**config.mk**
```make
export PLATFORM = sky130hd
export DESIGN_NAME = contador_modn_cascata_flat
export DESIGN_NICKNAME = d
export VERILOG_FILES = /design/src/rtl/contador_modn_cascata_pkg.sv /design/src/rtl/contador_modn_cascata_if.sv /design/src/rtl/contador_modn_cascata_digito.sv /design/src/rtl/contador_modn_cascata.sv /design/src/flat_wrapper.sv
export SDC_FILE = /design/constraint.sdc
export NUM_CORES = 1
export LEC_CHECK = 0
export ABC_AREA = 1
export CAP_MARGIN = 20
export CORE_ASPECT_RATIO = 1.2
export CORE_MARGIN = 1
export CORE_UTILIZATION = 30
export CTS_CLUSTER_SIZE = 25
export DETAILED_ROUTE_END_ITERATION = 7
export GPL_TIMING_DRIVEN = 0
export SLEW_MARGIN = 20
export SYNTH_ARGS = -nofsm -noshare
export SYNTH_HDL_FRONTEND = slang
export SYNTH_HIERARCHICAL = 1
export SYNTH_SLANG_ARGS = --single-unit
```
**constraint.sdc**
```tcl
create_clock -name clock -period 1.5 [get_ports clock]
set_input_delay 0.3 -clock clock [delete_from_list [all_inputs] [get_ports clock]]
set_output_delay 0.3 -clock clock [all_outputs]
set_load 0.01 [all_outputs]
```
**src/rtl/contador_modn_cascata_pkg.sv**
```systemverilog
// Shared constants, direction type and load clamping for the cascaded counter.
// Imported by the digit cell and the top level.
package contador_pkg;

    localparam int DIGIT_W_DEF = 4;
    localparam int MOD_DEF     = 10;

    typedef enum logic {
        DIR_DOWN = 1'b0,
        DIR_UP   = 1'b1
    } dir_e;

    // Out-of-range load values saturate to the largest legal digit.
    function automatic int unsigned clamp_digit(
        input int unsigned v,
        input int unsigned mod
    );
        return (v >= mod) ? mod - 1 : v;
    endfunction

endpackage

```
**src/rtl/contador_modn_cascata_if.sv**
```systemverilog
// Counter control/status bundle.
// master drives loadn/enable/up/data; slave returns count/tc/zero/done.
interface contador_modn_cascata_if #(
    parameter int NUM_DIGITS = 2,
    parameter int DIGIT_W    = 4
);
    logic                          loadn;
    logic                          enable;
    logic                          up;
    logic [NUM_DIGITS*DIGIT_W-1:0] data;
    logic [NUM_DIGITS*DIGIT_W-1:0] count;
    logic                          tc;
    logic                          zero;
    logic                          done;

    modport master (
        output loadn, enable, up, data,
        input  count, tc, zero, done
    );

    modport slave (
        input  loadn, enable, up, data,
        output count, tc, zero, done
    );
endinterface

```
**src/rtl/contador_modn_cascata_digito.sv**
```systemverilog
// One modulo-MOD digit: clr > load > step, wraps in either direction.
// Ports: clock, clr, load, step_in, up, data -> value, at_min, at_max.
module contador_digito
    import contador_pkg::*;
#(
    parameter int MOD     = MOD_DEF,
    parameter int DIGIT_W = DIGIT_W_DEF
) (
    input  logic               clock,
    input  logic               clr,
    input  logic               load,
    input  logic               step_in,
    input  logic               up,
    input  logic [DIGIT_W-1:0] data,
    output logic [DIGIT_W-1:0] value,
    output logic               at_min,
    output logic               at_max
);
    localparam logic [DIGIT_W-1:0] TOP = DIGIT_W'(MOD - 1);

    dir_e               dir;
    logic [DIGIT_W-1:0] value_q;
    logic [DIGIT_W-1:0] load_val;
    logic [DIGIT_W-1:0] nxt;

    assign dir      = dir_e'(up);
    assign load_val = DIGIT_W'(clamp_digit(32'(data), MOD));
    assign at_min   = (value_q == '0);
    assign at_max   = (value_q == TOP);
    assign value    = value_q;

    always_comb begin
        nxt = value_q;
        if (dir == DIR_UP)
            nxt = at_max ? '0 : value_q + DIGIT_W'(1);
        else
            nxt = at_min ? TOP : value_q - DIGIT_W'(1);
    end

    always_ff @(posedge clock) begin
        if (clr)
            value_q <= '0;
        else if (load)
            value_q <= load_val;
        else if (step_in)
            value_q <= nxt;
    end
endmodule

```
**src/rtl/contador_modn_cascata.sv**
```systemverilog
// N-digit cascaded modulo up/down counter with clamped load and tc/zero flags.
// Ports: clock, clr (sync, active high), bus (slave). Macro CONTADOR_SATURA_EN
// makes the counter hold at its terminal value and raise done instead of wrapping.
module contador_modn_cascata
    import contador_pkg::*;
#(
    parameter int NUM_DIGITS = 2,
    parameter int MOD        = MOD_DEF,
    parameter int DIGIT_W    = DIGIT_W_DEF
) (
    input logic                   clock,
    input logic                   clr,
    contador_modn_cascata_if.slave bus
);
    logic [NUM_DIGITS-1:0]         at_min;
    logic [NUM_DIGITS-1:0]         at_max;
    logic [NUM_DIGITS-1:0]         step;
    logic [NUM_DIGITS:0]           chain;
    logic [NUM_DIGITS*DIGIT_W-1:0] count_w;
    logic                          tc_i;
    logic                          hold;

    // chain[i]: every digit below i sits at its carry/borrow value now.
    assign chain[0] = 1'b1;

    for (genvar i = 0; i < NUM_DIGITS; i++) begin : g_dig
        assign chain[i+1] = chain[i] & (bus.up ? at_max[i] : at_min[i]);
        assign step[i]    = bus.enable & chain[i] & ~hold;

        contador_digito #(
            .MOD     (MOD),
            .DIGIT_W (DIGIT_W)
        ) u_dig (
            .clock   (clock),
            .clr     (clr),
            .load    (~bus.loadn),
            .step_in (step[i]),
            .up      (bus.up),
            .data    (bus.data[i*DIGIT_W +: DIGIT_W]),
            .value   (count_w[i*DIGIT_W +: DIGIT_W]),
            .at_min  (at_min[i]),
            .at_max  (at_max[i])
        );
    end

    assign tc_i      = bus.enable & chain[NUM_DIGITS];
    assign bus.tc    = tc_i;
    assign bus.zero  = ~|count_w;
    assign bus.count = count_w;

`ifdef CONTADOR_SATURA_EN
    logic done_q;

    // A full-counter wrap is suppressed; load or clr releases it.
    assign hold = tc_i;

    always_ff @(posedge clock) begin
        if (clr)
            done_q <= 1'b0;
        else if (!bus.loadn)
            done_q <= 1'b0;
        else if (tc_i)
            done_q <= 1'b1;
    end

    assign bus.done = done_q;
`else
    assign hold     = 1'b0;
    assign bus.done = 1'b0;
`endif
endmodule

```
**src/flat_wrapper.sv**
```systemverilog
// flat-port wrapper written by rule: the top's interface ports become plain ports
module contador_modn_cascata_flat import contador_pkg::*;
#(
    parameter int NUM_DIGITS = 2,
    parameter int MOD        = MOD_DEF,
    parameter int DIGIT_W    = DIGIT_W_DEF
)
  (clock, clr, bus_loadn, bus_enable, bus_up, bus_data, bus_count, bus_tc, bus_zero, bus_done);
  contador_modn_cascata_if #(.NUM_DIGITS(NUM_DIGITS), .DIGIT_W(DIGIT_W)) bus_i ();
  input logic clock;
  input logic clr;
  input wire logic [$bits(bus_i.loadn)-1:0] bus_loadn;
  input wire logic [$bits(bus_i.enable)-1:0] bus_enable;
  input wire logic [$bits(bus_i.up)-1:0] bus_up;
  input wire logic [$bits(bus_i.data)-1:0] bus_data;
  output wire logic [$bits(bus_i.count)-1:0] bus_count;
  output wire logic [$bits(bus_i.tc)-1:0] bus_tc;
  output wire logic [$bits(bus_i.zero)-1:0] bus_zero;
  output wire logic [$bits(bus_i.done)-1:0] bus_done;
  assign bus_i.loadn = bus_loadn;
  assign bus_i.enable = bus_enable;
  assign bus_i.up = bus_up;
  assign bus_i.data = bus_data;
  assign bus_count = bus_i.count;
  assign bus_tc = bus_i.tc;
  assign bus_zero = bus_i.zero;
  assign bus_done = bus_i.done;
  contador_modn_cascata #(.NUM_DIGITS(NUM_DIGITS), .MOD(MOD), .DIGIT_W(DIGIT_W)) u_core (.clock(clock), .clr(clr), .bus(bus_i));
endmodule
```
==> results.toml, run 1 <==
[timing]
finalClockSkew_ps = 5.64
drv_slew = 0
report.final.hold_viol_count = 0
final.min_clock_period_ps = 1550
tns_ps = -45.9
rsz0062_at_grt = "yes"
timing.final.crit_share = 1.03
setup_viol = 1
hold_ws_ps = 584
fmax_mhz = 647
layout_setup_ws_ps = -45.9

[logic_synthesis]
muxShareOfSynthArea = 0
synth.most_common_cell = "nand2_1"
netlist_area_um2 = 810
ys_seq_area_frac = 0.198
synth_commonest_cells = "43 x nand2_1, 27 x inv_1, 21 x nor2_1, 14 x nand3_1, 12 x a21oi_1"
synth_top_area_cell = "nand2_1"
syn_avg_cell_area_um2 = 5.36
yosys.area_share.simple = 0.490
synth_seq_cells = 8
synthAdderAreaFrac = 0
ys.flop_type = "dfxtp_1"
synth-warning-count = 6
synth_top_area_share = 0.199
synth_edf_count = 0
synth_top_family_by_area = "simple AND/OR/NAND/NOR gates"
ys_async_sr_fraction = 0
synthXorXnorAreaFrac = 0
synth_fp_nets = 164
ys_types = 17
syn_inst = 151
synth_area_leaders = "nand2_1 20%, dfxtp_1 20%, inv_1 13%, nor2_1 9.7%, nand3_1 8.7%"
synth_compound_area_frac = 0.164

[setup_path]
critPathMaxFanout = 9
crit_top_cell = "inv_1"
critPathMaxStageDelay_ps = 380
rr_worst_depth = 12
crit_start = "u_core/g_dig[1].u_dig/value[3]"
rr_startpoint = "u_core/g_dig[0].u_dig/value[1]"
endpoint = "bus_tc"
r2r_slack_ps = 80
cp-end-kind = "primary output"
cp_num_cells = 8
path_cells = "inv_1, nand3_2, inv_1, inv_1, nor2_1, nor2_1, nor2_2, buf_2"
r2r_end = "u_core/g_dig[1].u_dig/value[1]"
crit_slowest_cell = "dfxtp_4"
startpoint_type = "register"
crit_required_ps = 1200
crit_type = "register to primary output"
critPathTopFamily = "flip-flops"
path_buf_inv = 4
arrival_ps = 1250

[clock_network]
cts_max_path_buffers = 2
cts_sinks = 8
cts.clk_slew.worst_paths_ps = 50
htreeDepth = 1
postCtsHoldBufs = 0
root_buffer = "clkbuf_4"
cts_tree = "done"
cts_buffers = 3
clk_latency_ps = 250

[route]
drc = 0
firstDrtPassIters = 4
routed_wl_um = 2380
wl_per_cell_um = 10.7
vias = 1059
vias_per_cell = 4.75
ant_nets = 0
drt_iter0_drc = 31

[global_route]
gr-usage-met2 = 0.301
grt.total_usage = 0.157
grt-ovfl-total = 0
use_met3 = 0
grt_pass1_wl_um = 3540
use_met1 = 0.171
grt_pass1_vias = 882
grt_max_degree = 15
antenna_found_initial = 0
top_usage_layer = "met2"

[power_and_ir_drop]
peakVddDrop_v = 0.000265
p_seq_frac = 0.348
leakage_nw = 0.697
swShare = 0.361
internal_power_mw = 0.468
combPwrFrac = 0.441
net-switching-power_mw = 0.264
power_density_nw_per_um2 = 583
p_clk_frac = 0.212
p_total_mw = 0.732

[placement]
port-buffer-count = 22
dp_hpwl_um = 1580
dp_slack_ps = -654
gp_congestion = 0.800

[outcome]
violations = "setup timing"
status = "finished with violations"

[floorplanning]
coreArea_um2 = 2550
die_y_um = 58.9
rows = 20
fp.dieW_um = 49.4
start_util = 0.317
ios = 24
dieArea_um2 = 2910

[hold_path]
hold_depth = 2
hp-class = "register to register"

[run]
maxCapViolCount = 0

[cells_and_area]
fill_cells = 293
syn_to_final_growth_pct = 55.2
largest_reg_flops = 8
drive_gt1_frac = 0.253
n_antenna_cell = 0
final_nets = 205
final_core_util = 0.492
## layout make-up
cell class	count	area [µm²]	area share
sequential	8	190	0.151
timing repair buffer	36	310	0.247
buffer	1	7.51	0.00598
inverter	29	116	0.0926
multi-input combinational	113	568	0.452
tap	33	41.3	0.0329
clock buffer	3	22.5	0.0179
## worst min path at each step
| stage | start | endpoint | slack [ps] |
|---|---|---|---|
| final | u_core/g_dig[1].u_dig/value[0] | u_core/g_dig[1].u_dig/value[0] | 580 |
| after detailed placement | u_core/g_dig[0].u_dig/value[0] | u_core/g_dig[0].u_dig/value[0] | 600 |
| after CTS | u_core/g_dig[1].u_dig/value[0] | u_core/g_dig[1].u_dig/value[0] | 590 |
| after floorplan | clr | u_core/g_dig[0].u_dig/value[3] | 360 |
| after global placement | u_core/g_dig[0].u_dig/value[0] | u_core/g_dig[0].u_dig/value[0] | 610 |
| after global routing | u_core/g_dig[1].u_dig/value[0] | u_core/g_dig[1].u_dig/value[0] | 650 |
## cell usage in the layout (no fill, tap or decap), drive strengths merged
| cell type | synthesis | layout |
|---|---|---|
| nand4 | 2 | 2 |
| buf | 1 | 16 |
| conb | 1 | 1 |
| a21oi | 14 | 14 |
| dlygate4sd2 | 0 | 6 |
| nand3 | 15 | 15 |
| o21ai | 8 | 8 |
| dfxtp | 8 | 8 |
| clkdlybuf4s50 | 0 | 12 |
| clkbuf | 0 | 4 |
| dlymetal6s2s | 0 | 2 |
| nand2 | 45 | 45 |
| nor2 | 26 | 26 |
| o211ai | 2 | 2 |
| inv | 29 | 29 |
## routing by layer
metal,share of wire,up-vias
met2,0.52,40
met3,0.043,6
met1,0.42,466
li1,-,547
met4,0.022,0
met5,0,-
## tightest hold or removal path, cell delays in order (launching register included)
cell and delay, ps:
dfxtp_4 380, a21oi_1 130, nor2_1 40
## cells by family after synthesis
group,count (synthesis)
AO/OA/AOI/OAI,24
buffers and inverters,30
flip-flops,8
other,1
AND/OR/NAND/NOR,88
## power groups by stage
stage / registers [mW] / logic [mW] / clock network (mW)
CTS: 0.258 / 0.299 / 0.166
detailed placement: 0.270 / 0.270 / 0
global route: 0.257 / 0.356 / 0.176
finish: 0.254 / 0.323 / 0.155
floorplan: 0.268 / 0.159 / 0
global placement: 0.270 / 0.268 / 0
## repair_timing
item                                    in CTS  in global routing
buffers inserted                             9                  5
endpoints found under the setup margin      13                  9
gates resized for setup                     37                  7
pin swaps                                    3                  0
## per-stage QoR
step | instances | area [µm²]
2_1_floorplan | 151 | 813
3_3_place_gp | 206 | 1070
3_5_place_dp | 206 | 1070
4_1_cts | 218 | 1200
5_1_grt | 223 | 1260
6_report | 223 | 1260
Power figures use the tool's default switching activity.
==> run 2: changes to the inputs <==
Settings changed: CTS_CLUSTER_DIAMETER from default to 40.
==> results of run 2 <==
Final layout, timing and power as in run 1 (identical DEF).
